`config.mk`:
```
export PLATFORM = sky130hd
export DESIGN_NAME = axis_pattern_gen
export DESIGN_NICKNAME = d
export VERILOG_FILES = /design/src/rtl/axis_pattern_gen.sv
export SDC_FILE = /design/constraint.sdc
export NUM_CORES = 1
export LEC_CHECK = 0
export ABC_CLOCK_PERIOD_IN_PS = 4390
export CAP_MARGIN = 0
export CORE_MARGIN = 2
export CORE_UTILIZATION = 35
export DETAILED_ROUTE_END_ITERATION = 12
export GPL_ROUTABILITY_DRIVEN = 0
export PLACE_DENSITY = 0.63
export SYNTH_ARGS = -nofsm -noshare
export SYNTH_HDL_FRONTEND = slang
export SYNTH_SLANG_ARGS = --single-unit
```
`constraint.sdc`:
```
create_clock -name clk -period 4.39 [get_ports clk]
set_input_delay 0.878 -clock clk [delete_from_list [all_inputs] [get_ports clk]]
set_output_delay 0.878 -clock clk [all_outputs]
set_load 0.01 [all_outputs]
```
`src/rtl/axis_pattern_gen.sv`:
```
// AXI4-Stream test-pattern master: index, counter, LFSR and constant packets
// with programmable length and inter-packet idle gap.
module axis_pattern_gen #(
   parameter int          DATA_WIDTH = 32,
   parameter int          LEN_WIDTH  = 16,
   parameter int          GAP_WIDTH  = 8,
   parameter logic [31:0] LFSR_SEED  = 32'h0000_0001,
   parameter logic [31:0] LFSR_POLY  = 32'h8020_0003
) (
   input  logic                  clk,
   input  logic                  rstn,
   input  logic                  enable,
   input  logic [1:0]            mode,
   input  logic [LEN_WIDTH-1:0]  pkt_len,
   input  logic [GAP_WIDTH-1:0]  gap,
   input  logic [DATA_WIDTH-1:0] const_val,
   output logic [DATA_WIDTH-1:0] m_axis_tdata,
   output logic                  m_axis_tlast,
   output logic                  m_axis_tvalid,
   input  logic                  m_axis_tready,
   output logic [31:0]           pkt_count,
   output logic                  busy
);

   localparam logic [DATA_WIDTH-1:0] SEED_T = DATA_WIDTH'(LFSR_SEED);
   localparam logic [DATA_WIDTH-1:0] ONE_D  = DATA_WIDTH'(1);
   localparam logic [DATA_WIDTH-1:0] SEED_V = (SEED_T == '0) ? ONE_D : SEED_T;
   localparam logic [DATA_WIDTH-1:0] POLY_V = DATA_WIDTH'(LFSR_POLY);
   localparam logic [LEN_WIDTH-1:0]  ONE_L  = LEN_WIDTH'(1);
   localparam logic [GAP_WIDTH-1:0]  ONE_G  = GAP_WIDTH'(1);

   typedef enum logic [1:0] {
      S_IDLE = 2'd0,
      S_SEND = 2'd1,
      S_GAP  = 2'd2
   } state_t;

   state_t                state_q, state_n;
   logic [1:0]            mode_q, mode_n;
   logic [LEN_WIDTH-1:0]  len_q, len_n;
   logic [GAP_WIDTH-1:0]  gap_q, gap_n;
   logic [DATA_WIDTH-1:0] const_q, const_n;
   logic [LEN_WIDTH-1:0]  idx_q, idx_n;
   logic [GAP_WIDTH-1:0]  gcnt_q, gcnt_n;
   logic [DATA_WIDTH-1:0] run_q, run_n;
   logic [DATA_WIDTH-1:0] lfsr_q, lfsr_n;
   logic [DATA_WIDTH-1:0] tdata_n;
   logic                  tlast_n;
   logic                  tvalid_n;
   logic [31:0]           cnt_n;
   logic                  busy_n;

   logic                  hs;
   logic                  start;
   logic [LEN_WIDTH-1:0]  len_in;
   logic [LEN_WIDTH-1:0]  idx_inc;

   function automatic logic [DATA_WIDTH-1:0] lfsr_step(
      input logic [DATA_WIDTH-1:0] s
   );
      lfsr_step = s[0] ? ((s >> 1) ^ POLY_V) : (s >> 1);
   endfunction

   function automatic logic [DATA_WIDTH-1:0] beat_data(
      input logic [1:0]            m,
      input logic [LEN_WIDTH-1:0]  i,
      input logic [DATA_WIDTH-1:0] r,
      input logic [DATA_WIDTH-1:0] l,
      input logic [DATA_WIDTH-1:0] c
   );
      case (m)
         2'd0:    beat_data = DATA_WIDTH'(i);
         2'd1:    beat_data = r;
         2'd2:    beat_data = l;
         default: beat_data = c;
      endcase
   endfunction

   always_ff @(posedge clk) begin
      if (!rstn) begin
         state_q       <= S_IDLE;
         mode_q        <= 2'd0;
         len_q         <= ONE_L;
         gap_q         <= '0;
         const_q       <= '0;
         idx_q         <= '0;
         gcnt_q        <= '0;
         run_q         <= '0;
         lfsr_q        <= SEED_V;
         m_axis_tdata  <= '0;
         m_axis_tlast  <= 1'b0;
         m_axis_tvalid <= 1'b0;
         pkt_count     <= '0;
         busy          <= 1'b0;
      end else begin
         state_q       <= state_n;
         mode_q        <= mode_n;
         len_q         <= len_n;
         gap_q         <= gap_n;
         const_q       <= const_n;
         idx_q         <= idx_n;
         gcnt_q        <= gcnt_n;
         run_q         <= run_n;
         lfsr_q        <= lfsr_n;
         m_axis_tdata  <= tdata_n;
         m_axis_tlast  <= tlast_n;
         m_axis_tvalid <= tvalid_n;
         pkt_count     <= cnt_n;
         busy          <= busy_n;
      end
   end

   always_comb begin
      hs      = m_axis_tvalid & m_axis_tready;
      len_in  = (pkt_len == '0) ? ONE_L : pkt_len;
      idx_inc = idx_q + ONE_L;
      // Generator state advances only on a handshake, so it holds under backpressure.
      run_n   = run_q + {{(DATA_WIDTH-1){1'b0}}, hs};
      lfsr_n  = (hs && mode_q == 2'd2) ? lfsr_step(lfsr_q) : lfsr_q;

      start    = 1'b0;
      state_n  = state_q;
      mode_n   = mode_q;
      len_n    = len_q;
      gap_n    = gap_q;
      const_n  = const_q;
      idx_n    = idx_q;
      gcnt_n   = gcnt_q;
      tdata_n  = m_axis_tdata;
      tlast_n  = m_axis_tlast;
      tvalid_n = m_axis_tvalid;
      cnt_n    = pkt_count;

      unique case (state_q)
         S_IDLE: begin
            if (enable) start = 1'b1;
         end
         S_SEND: begin
            if (hs) begin
               if (m_axis_tlast) begin
                  cnt_n = pkt_count + 32'd1;
                  idx_n = '0;
                  if (gap_q != '0) begin
                     state_n  = S_GAP;
                     gcnt_n   = gap_q;
                     tvalid_n = 1'b0;
                     tlast_n  = 1'b0;
                     tdata_n  = '0;
                  end else if (enable) begin
                     start = 1'b1;
                  end else begin
                     state_n  = S_IDLE;
                     tvalid_n = 1'b0;
                     tlast_n  = 1'b0;
                     tdata_n  = '0;
                  end
               end else begin
                  idx_n   = idx_inc;
                  tlast_n = (idx_inc == len_q - ONE_L);
                  tdata_n = beat_data(mode_q, idx_inc, run_n,
                                      lfsr_n, const_q);
               end
            end
         end
         S_GAP: begin
            if (gcnt_q <= ONE_G) begin
               gcnt_n = '0;
               if (enable) start = 1'b1;
               else state_n = S_IDLE;
            end else begin
               gcnt_n = gcnt_q - ONE_G;
            end
         end
         default: begin
            state_n = S_IDLE;
         end
      endcase

      // Packet start: latch the config and present beat 0 on the next cycle.
      if (start) begin
         state_n  = S_SEND;
         mode_n   = mode;
         len_n    = len_in;
         gap_n    = gap;
         const_n  = const_val;
         idx_n    = '0;
         tvalid_n = 1'b1;
         tlast_n  = (len_in == ONE_L);
         tdata_n  = beat_data(mode, '0, run_n, lfsr_n, const_val);
      end

      busy_n = (state_n != S_IDLE);
   end

endmodule

```
# Word-level counts from Yosys, hierarchy flattened
# Cells that the tools add are included.
# Widths: inputs -> output; s select.
[word_totals]
input_bits = 62
ff_bits = 215
word_cells = 94
[op_classes]
magnitude_cmp = 1
n_reduce_logical = 18
n_addsub = 5
bitwise_logic = 3
n_mux = 40
eq_ne = 13
[op_table]
columns = ["operator", "n"]
rows = [
  ["$mux 32", 8],
  ["$pmux 32 s3", 2],
  ["$add 32x1->32", 1],
  ["$add 32x1->32 const B", 1],
  ["$mux 16", 2],
  ["$mux 8", 4],
  ["$add 16x1->16 const B", 1],
  ["$eq 16x1->1 const B", 1],
  ["$eq 16x16->1", 1],
  ["$logic_not 16->1", 1],
  ["$pmux 8 s2", 1],
  ["$sub 16x1->16 const B", 1],
  ["$mux 1", 15],
  ["$mux 2", 6],
  ["$reduce_bool 2->1", 5],
  ["$le 8x1->1 const B", 1],
  ["$reduce_and 4->1", 2],
  ["$reduce_bool 8->1", 1],
  ["$sub 8x1->8 const B", 1],
  ["$eq 2x1->1 const B", 3],
  ["$eq 2x2->1 const B", 3],
  ["$logic_not 2->1", 3],
  ["$ne 2x2->1 const B", 3],
  ["$pmux 2 s3", 1],
  ["10 further kinds", 12],
]

# Depth between registers and ports, before layout
[depth]
ltp_word = 8
mapped_depth = 12
depth_no_buf = 11

# Worst setup path after synthesis
# No wires, ideal clock.
[synth_path]
path_type = "in2reg"
from = "input port m_axis_tready"
to = "register m_axis_tdata[28]"
setup_time_ps = 83
slack_ps = 1097
arrival_time_ps = 3210
path_stages = 12
t_required_ps = 4307
cell_sequence = "nand2_1 clkinv_1 ha_1 ha_1 nand4_1 or4_1 clkbuf_1 nor4_2 nand3_1 xnor2_1 mux2i_1 o221ai_1"
[synth_between]
elab_chain_len = 8
word_cells_on_any_way = 16
classes_between = "add/sub (1); eq/ne (1); mux (9); bitwise (1); reduce/logical (4)"
[synth_rtl]
columns = ["item", "line_no", "text"]
rows = [
  ["from (decl)", "20", "input logic m_axis_tready,"],
  ["$and 1x1->1 *", "114", "hs = m_axis_tvalid & m_axis_tready;"],
  ["parallel branches: the longest is 7 deep, another holds $add 32x1->32", "--", ""],
  ["to (signal assigned)", "105", "m_axis_tdata <= tdata_n;"],
  ["to (decl)", "17", "output logic [DATA_WIDTH-1:0] m_axis_tdata,"],
]
# Mark *: on every way between the ends. The select of a mux whose other input is x is not followed.
# A chain may end at the register's enable or synchronous reset.

# Worst setup path after layout
# Same ends and word-level chain as after synthesis.

==> impl_metrics.ini <==
[route]
wl_per_cell_um = 17.28
drt-pass1-iter-count = 5
wl_um = 31460
drtAntennaViolNets = 0
drtIter0Drc = 589
dr_wl_met3_um = 2315
wl_met1_um = 14010
vias = 9680
top_layer = met4
drc = 0
wl_met2_um = 14290
vias_per_cell = 5.316

[sta]
skew_ns = 0.01007
rsz0062_at_grt = no
fin_crit_ns = 3.720
fin_crit_sh_pct = 84.74
final_max_slew_viol_count = 0
finalHoldViolCount = 0
setup_violations = 0
setup_tns_ns = 0
tightestPinTransition_ns = 0.9815
fmax_mhz = 268.8
slew_headroom_pct = 34.56
timing.final.ws_setup_ns = 0.6700

[floorplanning]
initial_core_util_pct = 35.74
die_y_um = 178.4
fp-row-count = 63
coreArea_um2 = 29800
fp.dieW_um = 178.4
ios = 129
die_area_um2 = 31840

[yosys]
synthCells = 1310
ys_ff_latch = 215
ys_types = 67
syn_area_um2 = 10650
ys_warn_count = 0
synth-main-ff-cell = dfxtp_1
syn_avg_cell_area_um2 = 8.129
syn_nets = 1379
synth_seq_area_share_pct = 40.42
synth-edff-count = 0
async_flop_share_pct = 0

[power]
power_uw = 4495
ir_drop_mv = 0.2459
pwr-share-seq_pct = 45.4
clock_power_share_pct = 44.9
powerDensity_nw_per_um2 = 342.2
combPwrFrac_pct = 9.7
cellLeakagePower_uw = 0.004988
internal_power_uw = 3399
swShare_pct = 24.37
p_sw_uw = 1096

[critical_path]
r2r-end = m_axis_tdata[28]$_SDFFE_PN0P_
crit_arrival_ns = 4.15
required_ns = 4.82
reg2reg_slack_ns = 1.10
reg2reg_from = m_axis_tvalid$_SDFFE_PN0P_
r2r_cells = 11
cp-start-kind = input port
path_max_fanout = 8
cp-end-kind = flop
path_class = input port to flop

[clock_network]
cts.reportedPaths.clkPinSlew_ns = 0.06
cts_resized = 0
cts_max_level = 1
cts_hold_repair.buffers = 0
cts_tree = done
clockRootBuffer = clkbuf_16
cts_num_sinks = 215
post_cts_buffers = 0
cts_made_buffers = 25
insertion_delay_ns = 0.51
max-clock-path-buffers = 3

[placed_design]
hpwlAfterDp_um = 21680
io_buffers = 128
pre_cts_ws_ns = 0.2246

[finish]
finalCoreUtilization_pct = 44.08
most-common-layout-cells = dfxtp_1 (214), nand2_1 (205), nor2_1 (132), clkdlybuf4s50_1 (126), a21oi_1 (107)
area_delta_synth_final_pct = 23.35
drive_gt1_share_pct = 7.268
layout_commonest_cell = dfxtp_1
layout.nets = 1484
diodes = 0

[outcome]
status = complete, no violations

[global_routing]
grt_max_degree = 85
grt_pass1_wl_um = 50370
grt_overflow = 0
antenna_found_initial = 1
first_global_vias = 9451
grtUsageTotal_pct = 19.76

[worst_hold_path]
hold_end = const_q[2]$_SDFFE_PN0N_
hold_path.startpoint = const_q[2]$_SDFFE_PN0N_
min_path_type = flop to flop
min_path_cells = 2

[run]
cap_violations = 0
## critical path, stage by stage
cell and delay [ns]:
clkdlybuf4s50_1 0.50, nand2_1 0.19, clkinv_1 0.11, ha_1 0.18
ha_1 0.21, nand4_1 0.15, or4_1 0.76, nor4_2 0.42
nand3_1 0.13, xnor2_1 0.27, mux2i_1 0.14, o221ai_1 0.20
## synth_stat cells (19+ instances only)
cell type  count  area [µm²]
dfxtp_1      215        4304
nand2_1      205       769.5
nor2_1       133       499.2
a21oi_1      107       535.5
o21ai_0       65       325.3
clkbuf_1      63       236.5
xor2_1        51       446.7
nand3_1       43       215.2
xnor2_1       42       367.9
and2_1        37       231.5
mux2i_1       36       360.4
inv_1         28       105.1
a22oi_1       25       187.7
nor3_1        22       110.1
o211ai_1      19       142.6
## layer usage
metal / vias to the layer above / global-route usage, %
li1: 4779 / -
met3: 54 / 4.604
met1: 4571 / 25.98
met4: 0 / 6.436
met2: 276 / 31.93
met5: - / 0
## sequential cells by signal (all words and copies together), names as in the netlist, 8 cells and up
name / cells
const_q: 32
lfsr_q: 32
m_axis_tdata: 32
pkt_count: 32
run_q: 32
idx_q: 16
len_q: 16
gap_q: 8
gcnt_q: 8
## area by class of cell
cell class	instances	area (µm²)
clock buffer	37	740.7
clock inverter	6	55.05
fill	2961	16660
inverter	31	118.9
multi-input combinational	987	5953
sequential	215	4305
tap	390	488.0
timing repair buffer	155	1474
## worst max-delay path by stage
| stage | slack, ns | from | cells past startpoint | endpoint |
|---|---|---|---|---|
| 2_1_floorplan | 1.10 | m_axis_tready | 12 | m_axis_tdata[28]$_SDFFE_PN0P_ |
| 3_3_place_gp | 0.33 | m_axis_tready | 12 | m_axis_tdata[28]$_SDFFE_PN0P_ |
| 3_5_place_dp | 0.22 | m_axis_tready | 12 | m_axis_tdata[28]$_SDFFE_PN0P_ |
| 4_1_cts | 0.69 | m_axis_tready | 12 | m_axis_tdata[28]$_SDFFE_PN0P_ |
| 5_1_grt | 0.45 | m_axis_tready | 12 | m_axis_tdata[28]$_SDFFE_PN0P_ |
| 6_report | 0.67 | m_axis_tready | 12 | m_axis_tdata[28]$_SDFFE_PN0P_ |
## power by group through the flow
| stage | Clock [µW] | Combinational (µW) | Sequential [µW] |
|---|---|---|---|
| floorplan | 0 | 241 | 2080 |
| global placement | 0 | 430 | 2080 |
| finish | 2020 | 436 | 2040 |
| global route | 2140 | 478 | 2050 |
| detailed placement | 0 | 434 | 2080 |
| CTS | 2060 | 436 | 2040 |
## cell families (layout without fill, tap and decap cells)
| logic type | count (synthesis) | count (layout) | synth area share, % |
|---|---|---|---|
| DFF | 215 | 215 | 40.42 |
| xor gates and xnor gates | 94 | 94 | 7.860 |
| buffers and inverters | 108 | 229 | 3.936 |
| muxes | 59 | 59 | 6.874 |
| and+or+nand+nor | 554 | 554 | 24.51 |
| adders and majority gates | 7 | 7 | 0.8224 |
| AOI/OAI and AO/OA | 273 | 273 | 15.58 |
## per-stage QoR
| stage | hold WS (ns) | instances | cell area, µm² |
|---|---|---|---|
| finish | 0.4482 | 1821 | 13140 |
| global route | 0.4681 | 1821 | 13140 |
| CTS | 0.4535 | 1821 | 13140 |
| detailed placement | 0.4446 | 1778 | 12340 |
| global placement | 0.4386 | 1778 | 12340 |
| floorplan | 0.4312 | 1310 | 10650 |
Note: power is estimated with default switching activity, not from simulation.
